--- config.mk ---
export PLATFORM = sky130hd
export DESIGN_NAME = timer_bank_flat
export DESIGN_NICKNAME = d
export VERILOG_FILES = /design/src/rtl/timer_bank_pkg.sv /design/src/rtl/timer_bank_if.sv /design/src/rtl/timer_bank_channel.sv /design/src/rtl/timer_bank.sv /design/src/flat_wrapper.sv
export SDC_FILE = /design/constraint.sdc
export NUM_CORES = 1
export LEC_CHECK = 0
export CELL_PAD_IN_SITES_DETAIL_PLACEMENT = 0
export CELL_PAD_IN_SITES_GLOBAL_PLACEMENT = 1
export CORE_MARGIN = 5
export CORE_UTILIZATION = 52
export CTS_CLUSTER_SIZE = 30
export DETAILED_ROUTE_END_ITERATION = 7
export GPL_TIMING_DRIVEN = 0
export PLACE_DENSITY_LB_ADDON = 0.1
export SLEW_MARGIN = 20
export SYNTH_ARGS = -nofsm -noshare
export SYNTH_HDL_FRONTEND = slang
export SYNTH_SLANG_ARGS = --single-unit
--- constraint.sdc ---
create_clock -name clk -period 19.81 [get_ports clk]
set_clock_uncertainty 0.1 [all_clocks]
set_input_delay 5.943 -clock clk [delete_from_list [all_inputs] [get_ports clk]]
set_output_delay 5.943 -clock clk [all_outputs]
set_load 0.1 [all_outputs]
--- src/rtl/timer_bank_pkg.sv ---
// Shared definitions for the timer bank: channel modes, register offsets,
// CTRL bit positions and the channel run state.
package timer_bank_pkg;

    typedef enum logic [1:0] {
        MODE_ONESHOT      = 2'b00,
        MODE_PERIODIC     = 2'b01,
        MODE_PWM          = 2'b10,
        MODE_PERIODIC_ALT = 2'b11
    } mode_t;

    typedef enum logic {
        CH_IDLE = 1'b0,
        CH_RUN  = 1'b1
    } ch_state_t;

    localparam logic [1:0] REG_CTRL = 2'd0;
    localparam logic [1:0] REG_LOAD = 2'd1;
    localparam logic [1:0] REG_CMP  = 2'd2;
    localparam logic [1:0] REG_CNT  = 2'd3;

    localparam int CTRL_EN       = 0;
    localparam int CTRL_MODE_LSB = 1;
    localparam int CTRL_IRQ_EN   = 3;
    localparam int CTRL_PEND     = 8;

    // Every mode except one-shot reloads the counter on the terminal tick.
    function automatic logic mode_reloads(input mode_t m);
        return m != MODE_ONESHOT;
    endfunction

endpackage

--- src/rtl/timer_bank_if.sv ---
// Word-indexed CPU peripheral bus: writes land on the clock edge,
// read data is combinational from the address.
interface timer_bank_if #(
    parameter int ADDR_W = 4
);
    logic              bus_we;
    logic [ADDR_W-1:0] bus_addr;
    logic [31:0]       bus_wdata;
    logic [31:0]       bus_rdata;

    modport master (output bus_we, bus_addr, bus_wdata, input bus_rdata);
    modport slave  (input bus_we, bus_addr, bus_wdata, output bus_rdata);
endinterface

--- src/rtl/timer_bank_channel.sv ---
// One timer channel: CTRL/LOAD/CMP registers, down-counter with run FSM,
// pending flag and the registered waveform output.
module timer_bank_channel
    import timer_bank_pkg::*;
#(
    parameter int CNT_W = 32
) (
    input  logic             clk,
    input  logic             rst,
    input  logic             tick,
    input  logic             we_ctrl,
    input  logic             we_load,
    input  logic             we_cmp,
    input  logic [31:0]      wdata,
    output logic [31:0]      ctrl,
    output logic [CNT_W-1:0] load,
    output logic [CNT_W-1:0] cmp,
    output logic [CNT_W-1:0] cnt,
    output logic             ch_out,
    output logic             irq_req
);

    ch_state_t state;
    mode_t     mode;
    logic      irq_en;
    logic      pending;
    logic      wdata_unused;

    assign wdata_unused = ^{wdata[31:9], wdata[7:4]};

    // Register file, counter FSM and waveform output. The CTRL write is
    // evaluated after the tick logic so it overrides en/mode on a shared edge,
    // while the terminal-tick pending set still beats a same-edge W1C.
    always_ff @(posedge clk or posedge rst) begin
        if (rst) begin
            state   <= CH_IDLE;
            mode    <= MODE_ONESHOT;
            irq_en  <= 1'b0;
            pending <= 1'b0;
            load    <= '0;
            cmp     <= '0;
            cnt     <= '0;
            ch_out  <= 1'b0;
        end else begin
            ch_out <= 1'b0;
            if (we_load) load <= wdata[CNT_W-1:0];
            if (we_cmp)  cmp  <= wdata[CNT_W-1:0];
            if (we_ctrl && wdata[CTRL_PEND]) pending <= 1'b0;

            if (state == CH_RUN) begin
                if (mode == MODE_PWM) ch_out <= (cnt < cmp);
                if (tick) begin
                    if (cnt != '0) begin
                        cnt <= cnt - CNT_W'(1);
                    end else begin
                        pending <= 1'b1;
                        if (mode != MODE_PWM) ch_out <= 1'b1;
                        if (mode_reloads(mode)) cnt <= load;
                        else                    state <= CH_IDLE;
                    end
                end
            end

            if (we_ctrl) begin
                mode   <= mode_t'(wdata[CTRL_MODE_LSB +: 2]);
                irq_en <= wdata[CTRL_IRQ_EN];
                if (!wdata[CTRL_EN]) begin
                    state <= CH_IDLE;
                end else begin
                    state <= CH_RUN;
                    if (state == CH_IDLE) cnt <= load;
                end
            end
        end
    end

    // CTRL read-back view assembled from the individual fields.
    always_comb begin
        ctrl                         = '0;
        ctrl[CTRL_EN]                = (state == CH_RUN);
        ctrl[CTRL_MODE_LSB +: 2]     = mode;
        ctrl[CTRL_IRQ_EN]            = irq_en;
        ctrl[CTRL_PEND]              = pending;
    end

    assign irq_req = pending & irq_en;

endmodule

--- src/rtl/timer_bank.sv ---
// CH_NUM down-counter timers sharing one prescaler, behind the word-indexed
// peripheral bus. Top level: prescaler, address decode, read mux, irq.
module timer_bank
    import timer_bank_pkg::*;
#(
    parameter int CH_NUM   = 3,
    parameter int CNT_W    = 32,
    parameter int PRESCALE = 1,
    localparam int ADDR_W  = $clog2(CH_NUM) + 2
) (
    input  logic              clk,
    input  logic              rst,
    timer_bank_if.slave       bus,
    output logic              irq,
    output logic [CH_NUM-1:0] ch_out
);

    localparam int PS_W = (PRESCALE > 1) ? $clog2(PRESCALE) : 1;

    logic [PS_W-1:0]   presc;
    logic              tick;
    logic [ADDR_W-1:0] addr;
    logic [ADDR_W-1:0] ch_sel;
    logic [1:0]        reg_sel;
    logic [31:0]       rdata;
    logic [CH_NUM-1:0] irq_req;

    logic [31:0]      ctrl_a [CH_NUM];
    logic [CNT_W-1:0] load_a [CH_NUM];
    logic [CNT_W-1:0] cmp_a  [CH_NUM];
    logic [CNT_W-1:0] cnt_a  [CH_NUM];

    assign addr    = bus.bus_addr;
    assign ch_sel  = addr >> 2;
    assign reg_sel = addr[1:0];
    assign tick    = (presc == PS_W'(PRESCALE - 1));

    // Free-running prescaler; only reset clears it.
    always_ff @(posedge clk or posedge rst) begin
        if (rst)       presc <= '0;
        else if (tick) presc <= '0;
        else           presc <= presc + PS_W'(1);
    end

    for (genvar i = 0; i < CH_NUM; i++) begin : g_ch
        logic hit;
        assign hit = bus.bus_we && (ch_sel == ADDR_W'(i));

        timer_bank_channel #(.CNT_W(CNT_W)) u_ch (
            .clk     (clk),
            .rst     (rst),
            .tick    (tick),
            .we_ctrl (hit && reg_sel == REG_CTRL),
            .we_load (hit && reg_sel == REG_LOAD),
            .we_cmp  (hit && reg_sel == REG_CMP),
            .wdata   (bus.bus_wdata),
            .ctrl    (ctrl_a[i]),
            .load    (load_a[i]),
            .cmp     (cmp_a[i]),
            .cnt     (cnt_a[i]),
            .ch_out  (ch_out[i]),
            .irq_req (irq_req[i])
        );
    end

    // Combinational read mux; unmatched channel indices read as zero.
    always_comb begin
        rdata = '0;
        for (int unsigned i = 0; i < CH_NUM; i++) begin
            if (ch_sel == ADDR_W'(i)) begin
                case (reg_sel)
                    REG_CTRL: rdata = ctrl_a[i];
                    REG_LOAD: rdata = 32'(load_a[i]);
                    REG_CMP:  rdata = 32'(cmp_a[i]);
                    default:  rdata = 32'(cnt_a[i]);
                endcase
            end
        end
    end

    assign bus.bus_rdata = rdata;

    // Combined interrupt, registered one clock behind the pending flags.
    always_ff @(posedge clk or posedge rst) begin
        if (rst) irq <= 1'b0;
        else     irq <= |irq_req;
    end

endmodule

--- src/flat_wrapper.sv ---
// flat-port wrapper written by rule: the top's interface ports become plain ports
module timer_bank_flat import timer_bank_pkg::*;
#(
    parameter int CH_NUM   = 3,
    parameter int CNT_W    = 32,
    parameter int PRESCALE = 1,
    localparam int ADDR_W  = $clog2(CH_NUM) + 2
)
  (clk, rst, irq, ch_out, bus_bus_we, bus_bus_addr, bus_bus_wdata, bus_bus_rdata);
  timer_bank_if #(.ADDR_W(4)) bus_i ();
  input  logic clk;
  input  logic rst;
  output logic irq;
  output logic [CH_NUM-1:0] ch_out;
  input wire logic [$bits(bus_i.bus_we)-1:0] bus_bus_we;
  input wire logic [$bits(bus_i.bus_addr)-1:0] bus_bus_addr;
  input wire logic [$bits(bus_i.bus_wdata)-1:0] bus_bus_wdata;
  output wire logic [$bits(bus_i.bus_rdata)-1:0] bus_bus_rdata;
  assign bus_i.bus_we = bus_bus_we;
  assign bus_i.bus_addr = bus_bus_addr;
  assign bus_i.bus_wdata = bus_bus_wdata;
  assign bus_bus_rdata = bus_i.bus_rdata;
  timer_bank #(.CH_NUM(CH_NUM), .CNT_W(CNT_W), .PRESCALE(PRESCALE)) u_core (.clk(clk), .rst(rst), .bus(bus_i), .irq(irq), .ch_out(ch_out));
endmodule
==> results of run 1 <==
-- layer usage --
metal / global-route usage / wire length (um)
met1: 0.500 / 33200
met2: 0.534 / 34400
met4: 0.148 / 3670
met3: 0.0727 / 7360
met5: 0 / 34
-- metrics by stage --
step,hold WS [ns],instance area [sq um]
3_5_place_dp,0.393,21700
2_1_floorplan,0.362,20300
6_report,0.408,23100
3_3_place_gp,0.387,21600
5_1_grt,0.411,23100
4_1_cts,0.406,23100
-- flip-flops by register name (all words and copies together), names as in the netlist --
signal,flops
u_core.g_ch.u_ch.mode,6
u_core.g_ch.u_ch.irq_en,3
u_core.irq,1
u_core.g_ch.u_ch.cnt,96
u_core.g_ch.u_ch.pending,3
u_core.g_ch.u_ch.load,96
u_core.g_ch.u_ch.ch_out,3
u_core.g_ch.u_ch.cmp,96
u_core.g_ch.u_ch.state,3
-- logic make-up (layout without fill, tap and decap cells) --
family                   after synthesis  count (layout)  share of synthesized area
AND/OR/NAND/NOR                      672             672                      0.161
AO/OA/AOI/OAI                        604             604                      0.193
flip-flops                           307             307                      0.379
buffers and inverters                274             416                     0.0573
multiplexers                         227             227                      0.131
adder cells (fa/ha/maj)               99              99                     0.0611
XOR/XNOR                              40              40                     0.0176
-- how the worst min path moves through the flow --
stage / startpoint / to / cells past startpoint
after floorplan: u_core.g_ch[2].u_ch.pending / u_core.g_ch[2].u_ch.pending / 2
after global placement: u_core.g_ch[1].u_ch.cmp[25] / u_core.g_ch[1].u_ch.cmp[25] / 1
after detailed placement: u_core.g_ch[1].u_ch.cmp[29] / u_core.g_ch[1].u_ch.cmp[29] / 1
after CTS: u_core.g_ch[1].u_ch.cmp[5] / u_core.g_ch[1].u_ch.cmp[5] / 1
after global routing: u_core.g_ch[1].u_ch.cmp[29] / u_core.g_ch[1].u_ch.cmp[29] / 1
final: u_core.g_ch[1].u_ch.cmp[5] / u_core.g_ch[1].u_ch.cmp[5] / 1
-- layout by cell type, fill, tap and decap left out, types with 7 or more instances in the layout --
cell	Yosys	layout
a31oi_1	11	11
o21ai_0	226	226
clkbuf_8	2	11
or3_1	10	10
clkdlybuf4s50_1	0	71
nand2b_1	10	10
o21a_1	7	7
dfrtp_1	307	307
ha_1	99	99
a22oi_1	30	30
nor4_1	26	26
o32ai_1	25	25
a21o_1	14	14
a211oi_1	17	17
inv_1	109	108
nor2b_1	10	10
nand4_1	15	15
buf_2	17	17
a21oi_1	77	77
buf_1	11	11
a311oi_1	8	8
nand2_1	311	311
nand3_1	62	62
nor2_1	99	99
o211ai_1	28	28
clkbuf_16	0	39
or4_1	10	10
a221oi_1	58	58
mux2i_1	60	60
and3_1	10	10
clkbuf_1	120	124
xor2_1	21	21
nor3_1	53	53
mux4_2	15	15
xnor2_1	18	18
o22ai_1	34	34
mux2_2	152	152
-- area by class of cell --
type	instances	area, sq um
Timing Repair Buffer	74	793
Buffer	164	749
Tap cell	518	648
Fill cell	3439	15600
Multi-Input combinational cell	1642	11400
Sequential cell	307	7680
Clock buffer	52	1110
Clock inverter	16	223
Inverter	110	420
-- critical path, delay by kind of cell --
kind,cells,cell delay (ns)
buf+inv,6,4.42
compound gates,2,0.56
-- power breakdown --
part | total [mW] | switching (mW) | internal [mW] | leakage (nW)
Sequential | 1.02 | 0.229 | 0.793 | 3.71
Combinational | 1.08 | 0.661 | 0.415 | 5.40
Clock | 0.758 | 0.298 | 0.460 | 0.649
Total | 2.86 | 1.19 | 1.67 | 9.76
==> results.sh, run 1 <==
export IMPL_io_pins=75
export IMPL_crit_path_end="bus_bus_rdata[30]"
export IMPL_synth_edff_count=0
export IMPL_dp_cells=2815
export IMPL_p_per_area_nw_per_um2=124
export IMPL_critPathArrivalTime_ns=10.95
export IMPL_netlist_area_sq_um=20300
export IMPL_syn_to_final_growth_pct=13.7
export IMPL_outcome="finished, final reports clean"
export IMPL_p_leak_nw=9.76
export IMPL_htreeDepth=2
export IMPL_fmax_mhz=58.8
export IMPL_crit_start="bus_bus_addr[1]"
export IMPL_finalPower_mw=2.86
export IMPL_cp_start_kind="primary input"
export IMPL_synth_most_common_cell="nand2_1"
export IMPL_cp_slowest_cell="clkdlybuf4s50_1"
export IMPL_dp_slack_ns=2.98
export IMPL_vias=19100
export IMPL_clkLatencyLatePin_ns=0.57
export IMPL_min_path_type="reg -> reg"
export IMPL_final_hold_viol_count=0
export IMPL_critPathKind="in -> out"
export IMPL_fin_ws_ns=2.82
export IMPL_die_area_sq_um=43000
export IMPL_ys_seq_elements=307
export IMPL_synthCells=2223
export IMPL_crit_required_ns=13.77
export IMPL_tns_ns=0
export IMPL_vias_per_cell=6.64
export IMPL_crit_chain="clkdlybuf4s50_1, buf_1, clkbuf_1, clkbuf_1, clkbuf_1, a22oi_1, o32ai_1, clkdlybuf4s50_1"
export IMPL_start_util=0.525
export IMPL_n_antenna_cell=0
export IMPL_cts_setup_buffers=0
export IMPL_globalRouteOverflowTotal=0
export IMPL_max_slew_margin_rel=0.301
export IMPL_synth_seq_area_share=0.379
export IMPL_ff2ff_path_depth=8
export IMPL_core_sq_um=38600
export IMPL_wl_per_cell_um=27.3
export IMPL_syn_nets=2361
export IMPL_drc=0
export IMPL_synthFlopType="dfrtp_1"
export IMPL_grt_pass1_wl_um=118000
export IMPL_cts_made_buffers=38
export IMPL_rsz0062_at_grt="false"
export IMPL_drive_gt1_frac=0.132
export IMPL_synth_distinct_cells=97
export IMPL_portBuffers=71
export IMPL_ys_top_cells_by_count="nand2_1, dfrtp_1, o21ai_0"
export IMPL_stdcell_count=2883
export IMPL_track_usage=0.354
export IMPL_r2r_slack_ns=16.55
export IMPL_irDropWorstVdd_mv=0.0727
export IMPL_grt_max_degree=100
export IMPL_antenna_left=0
export IMPL_fin_util=0.597
export IMPL_num_rows=72
export IMPL_grt_pass1_vias=18200
export IMPL_max_slew_worst_pin_slew_ns=1.05
export IMPL_synth_area_leader_cell="dfrtp_1"
export IMPL_drt_iter0_markers=2272
export IMPL_drt_first_pass_iters=6
export IMPL_min_period_ns=16.99
export IMPL_drv_cap=0
export IMPL_cpMostUsedCell="clkbuf_1"
export IMPL_dieWidth_um=207
export IMPL_routed_wl_um=78700
export IMPL_synth_area_top_cells="dfrtp_1, mux2_2, ha_1"
export IMPL_ys_async_sr_fraction=1.00
export IMPL_clock_sinks=307
export IMPL_hold_buffers=0
export IMPL_rr_endpoint="u_core.g_ch[1].u_ch.cnt[8]"
export IMPL_end_kind="output port"
export IMPL_synth_top_area_frac=0.379
export IMPL_maxSlewViolCount=0
export IMPL_cp_max_fo=10
export IMPL_clk_path_buf_depth=3
export IMPL_cts_tree="yes"
export IMPL_dpl_hpwl_um=59000
export IMPL_r2r_start="u_core.g_ch[1].u_ch.cnt[5]"
export IMPL_gp_congestion=0.986
export IMPL_fp_dieH_um=207
export IMPL_nets=2475
export IMPL_avgSynthCellArea_sq_um=9.12
export IMPL_grt_antenna_before_repair=7
export IMPL_yosys_warnings=0
export IMPL_cts_root_buf="clkbuf_16"
export IMPL_cts_resized=0
export IMPL_path_clk_slew_ns=0.06
export IMPL_setup_violations_final=0
export IMPL_post_route_period_util=0.858
export IMPL_slowest_delay_ns=1.27
No activity file was read; power rests on OpenSTA's default activity.
==> run 2, diff against run 1 <==
--- a/config.mk
+++ b/config.mk
@@ -9,7 +9,6 @@
 export CELL_PAD_IN_SITES_GLOBAL_PLACEMENT = 1
 export CORE_MARGIN = 5
 export CORE_UTILIZATION = 52
-export CTS_CLUSTER_SIZE = 30
 export DETAILED_ROUTE_END_ITERATION = 7
 export GPL_TIMING_DRIVEN = 0
 export PLACE_DENSITY_LB_ADDON = 0.1
==> results of run 2 <==
The final DEF is identical to that of run 1; final timing and power are the same.
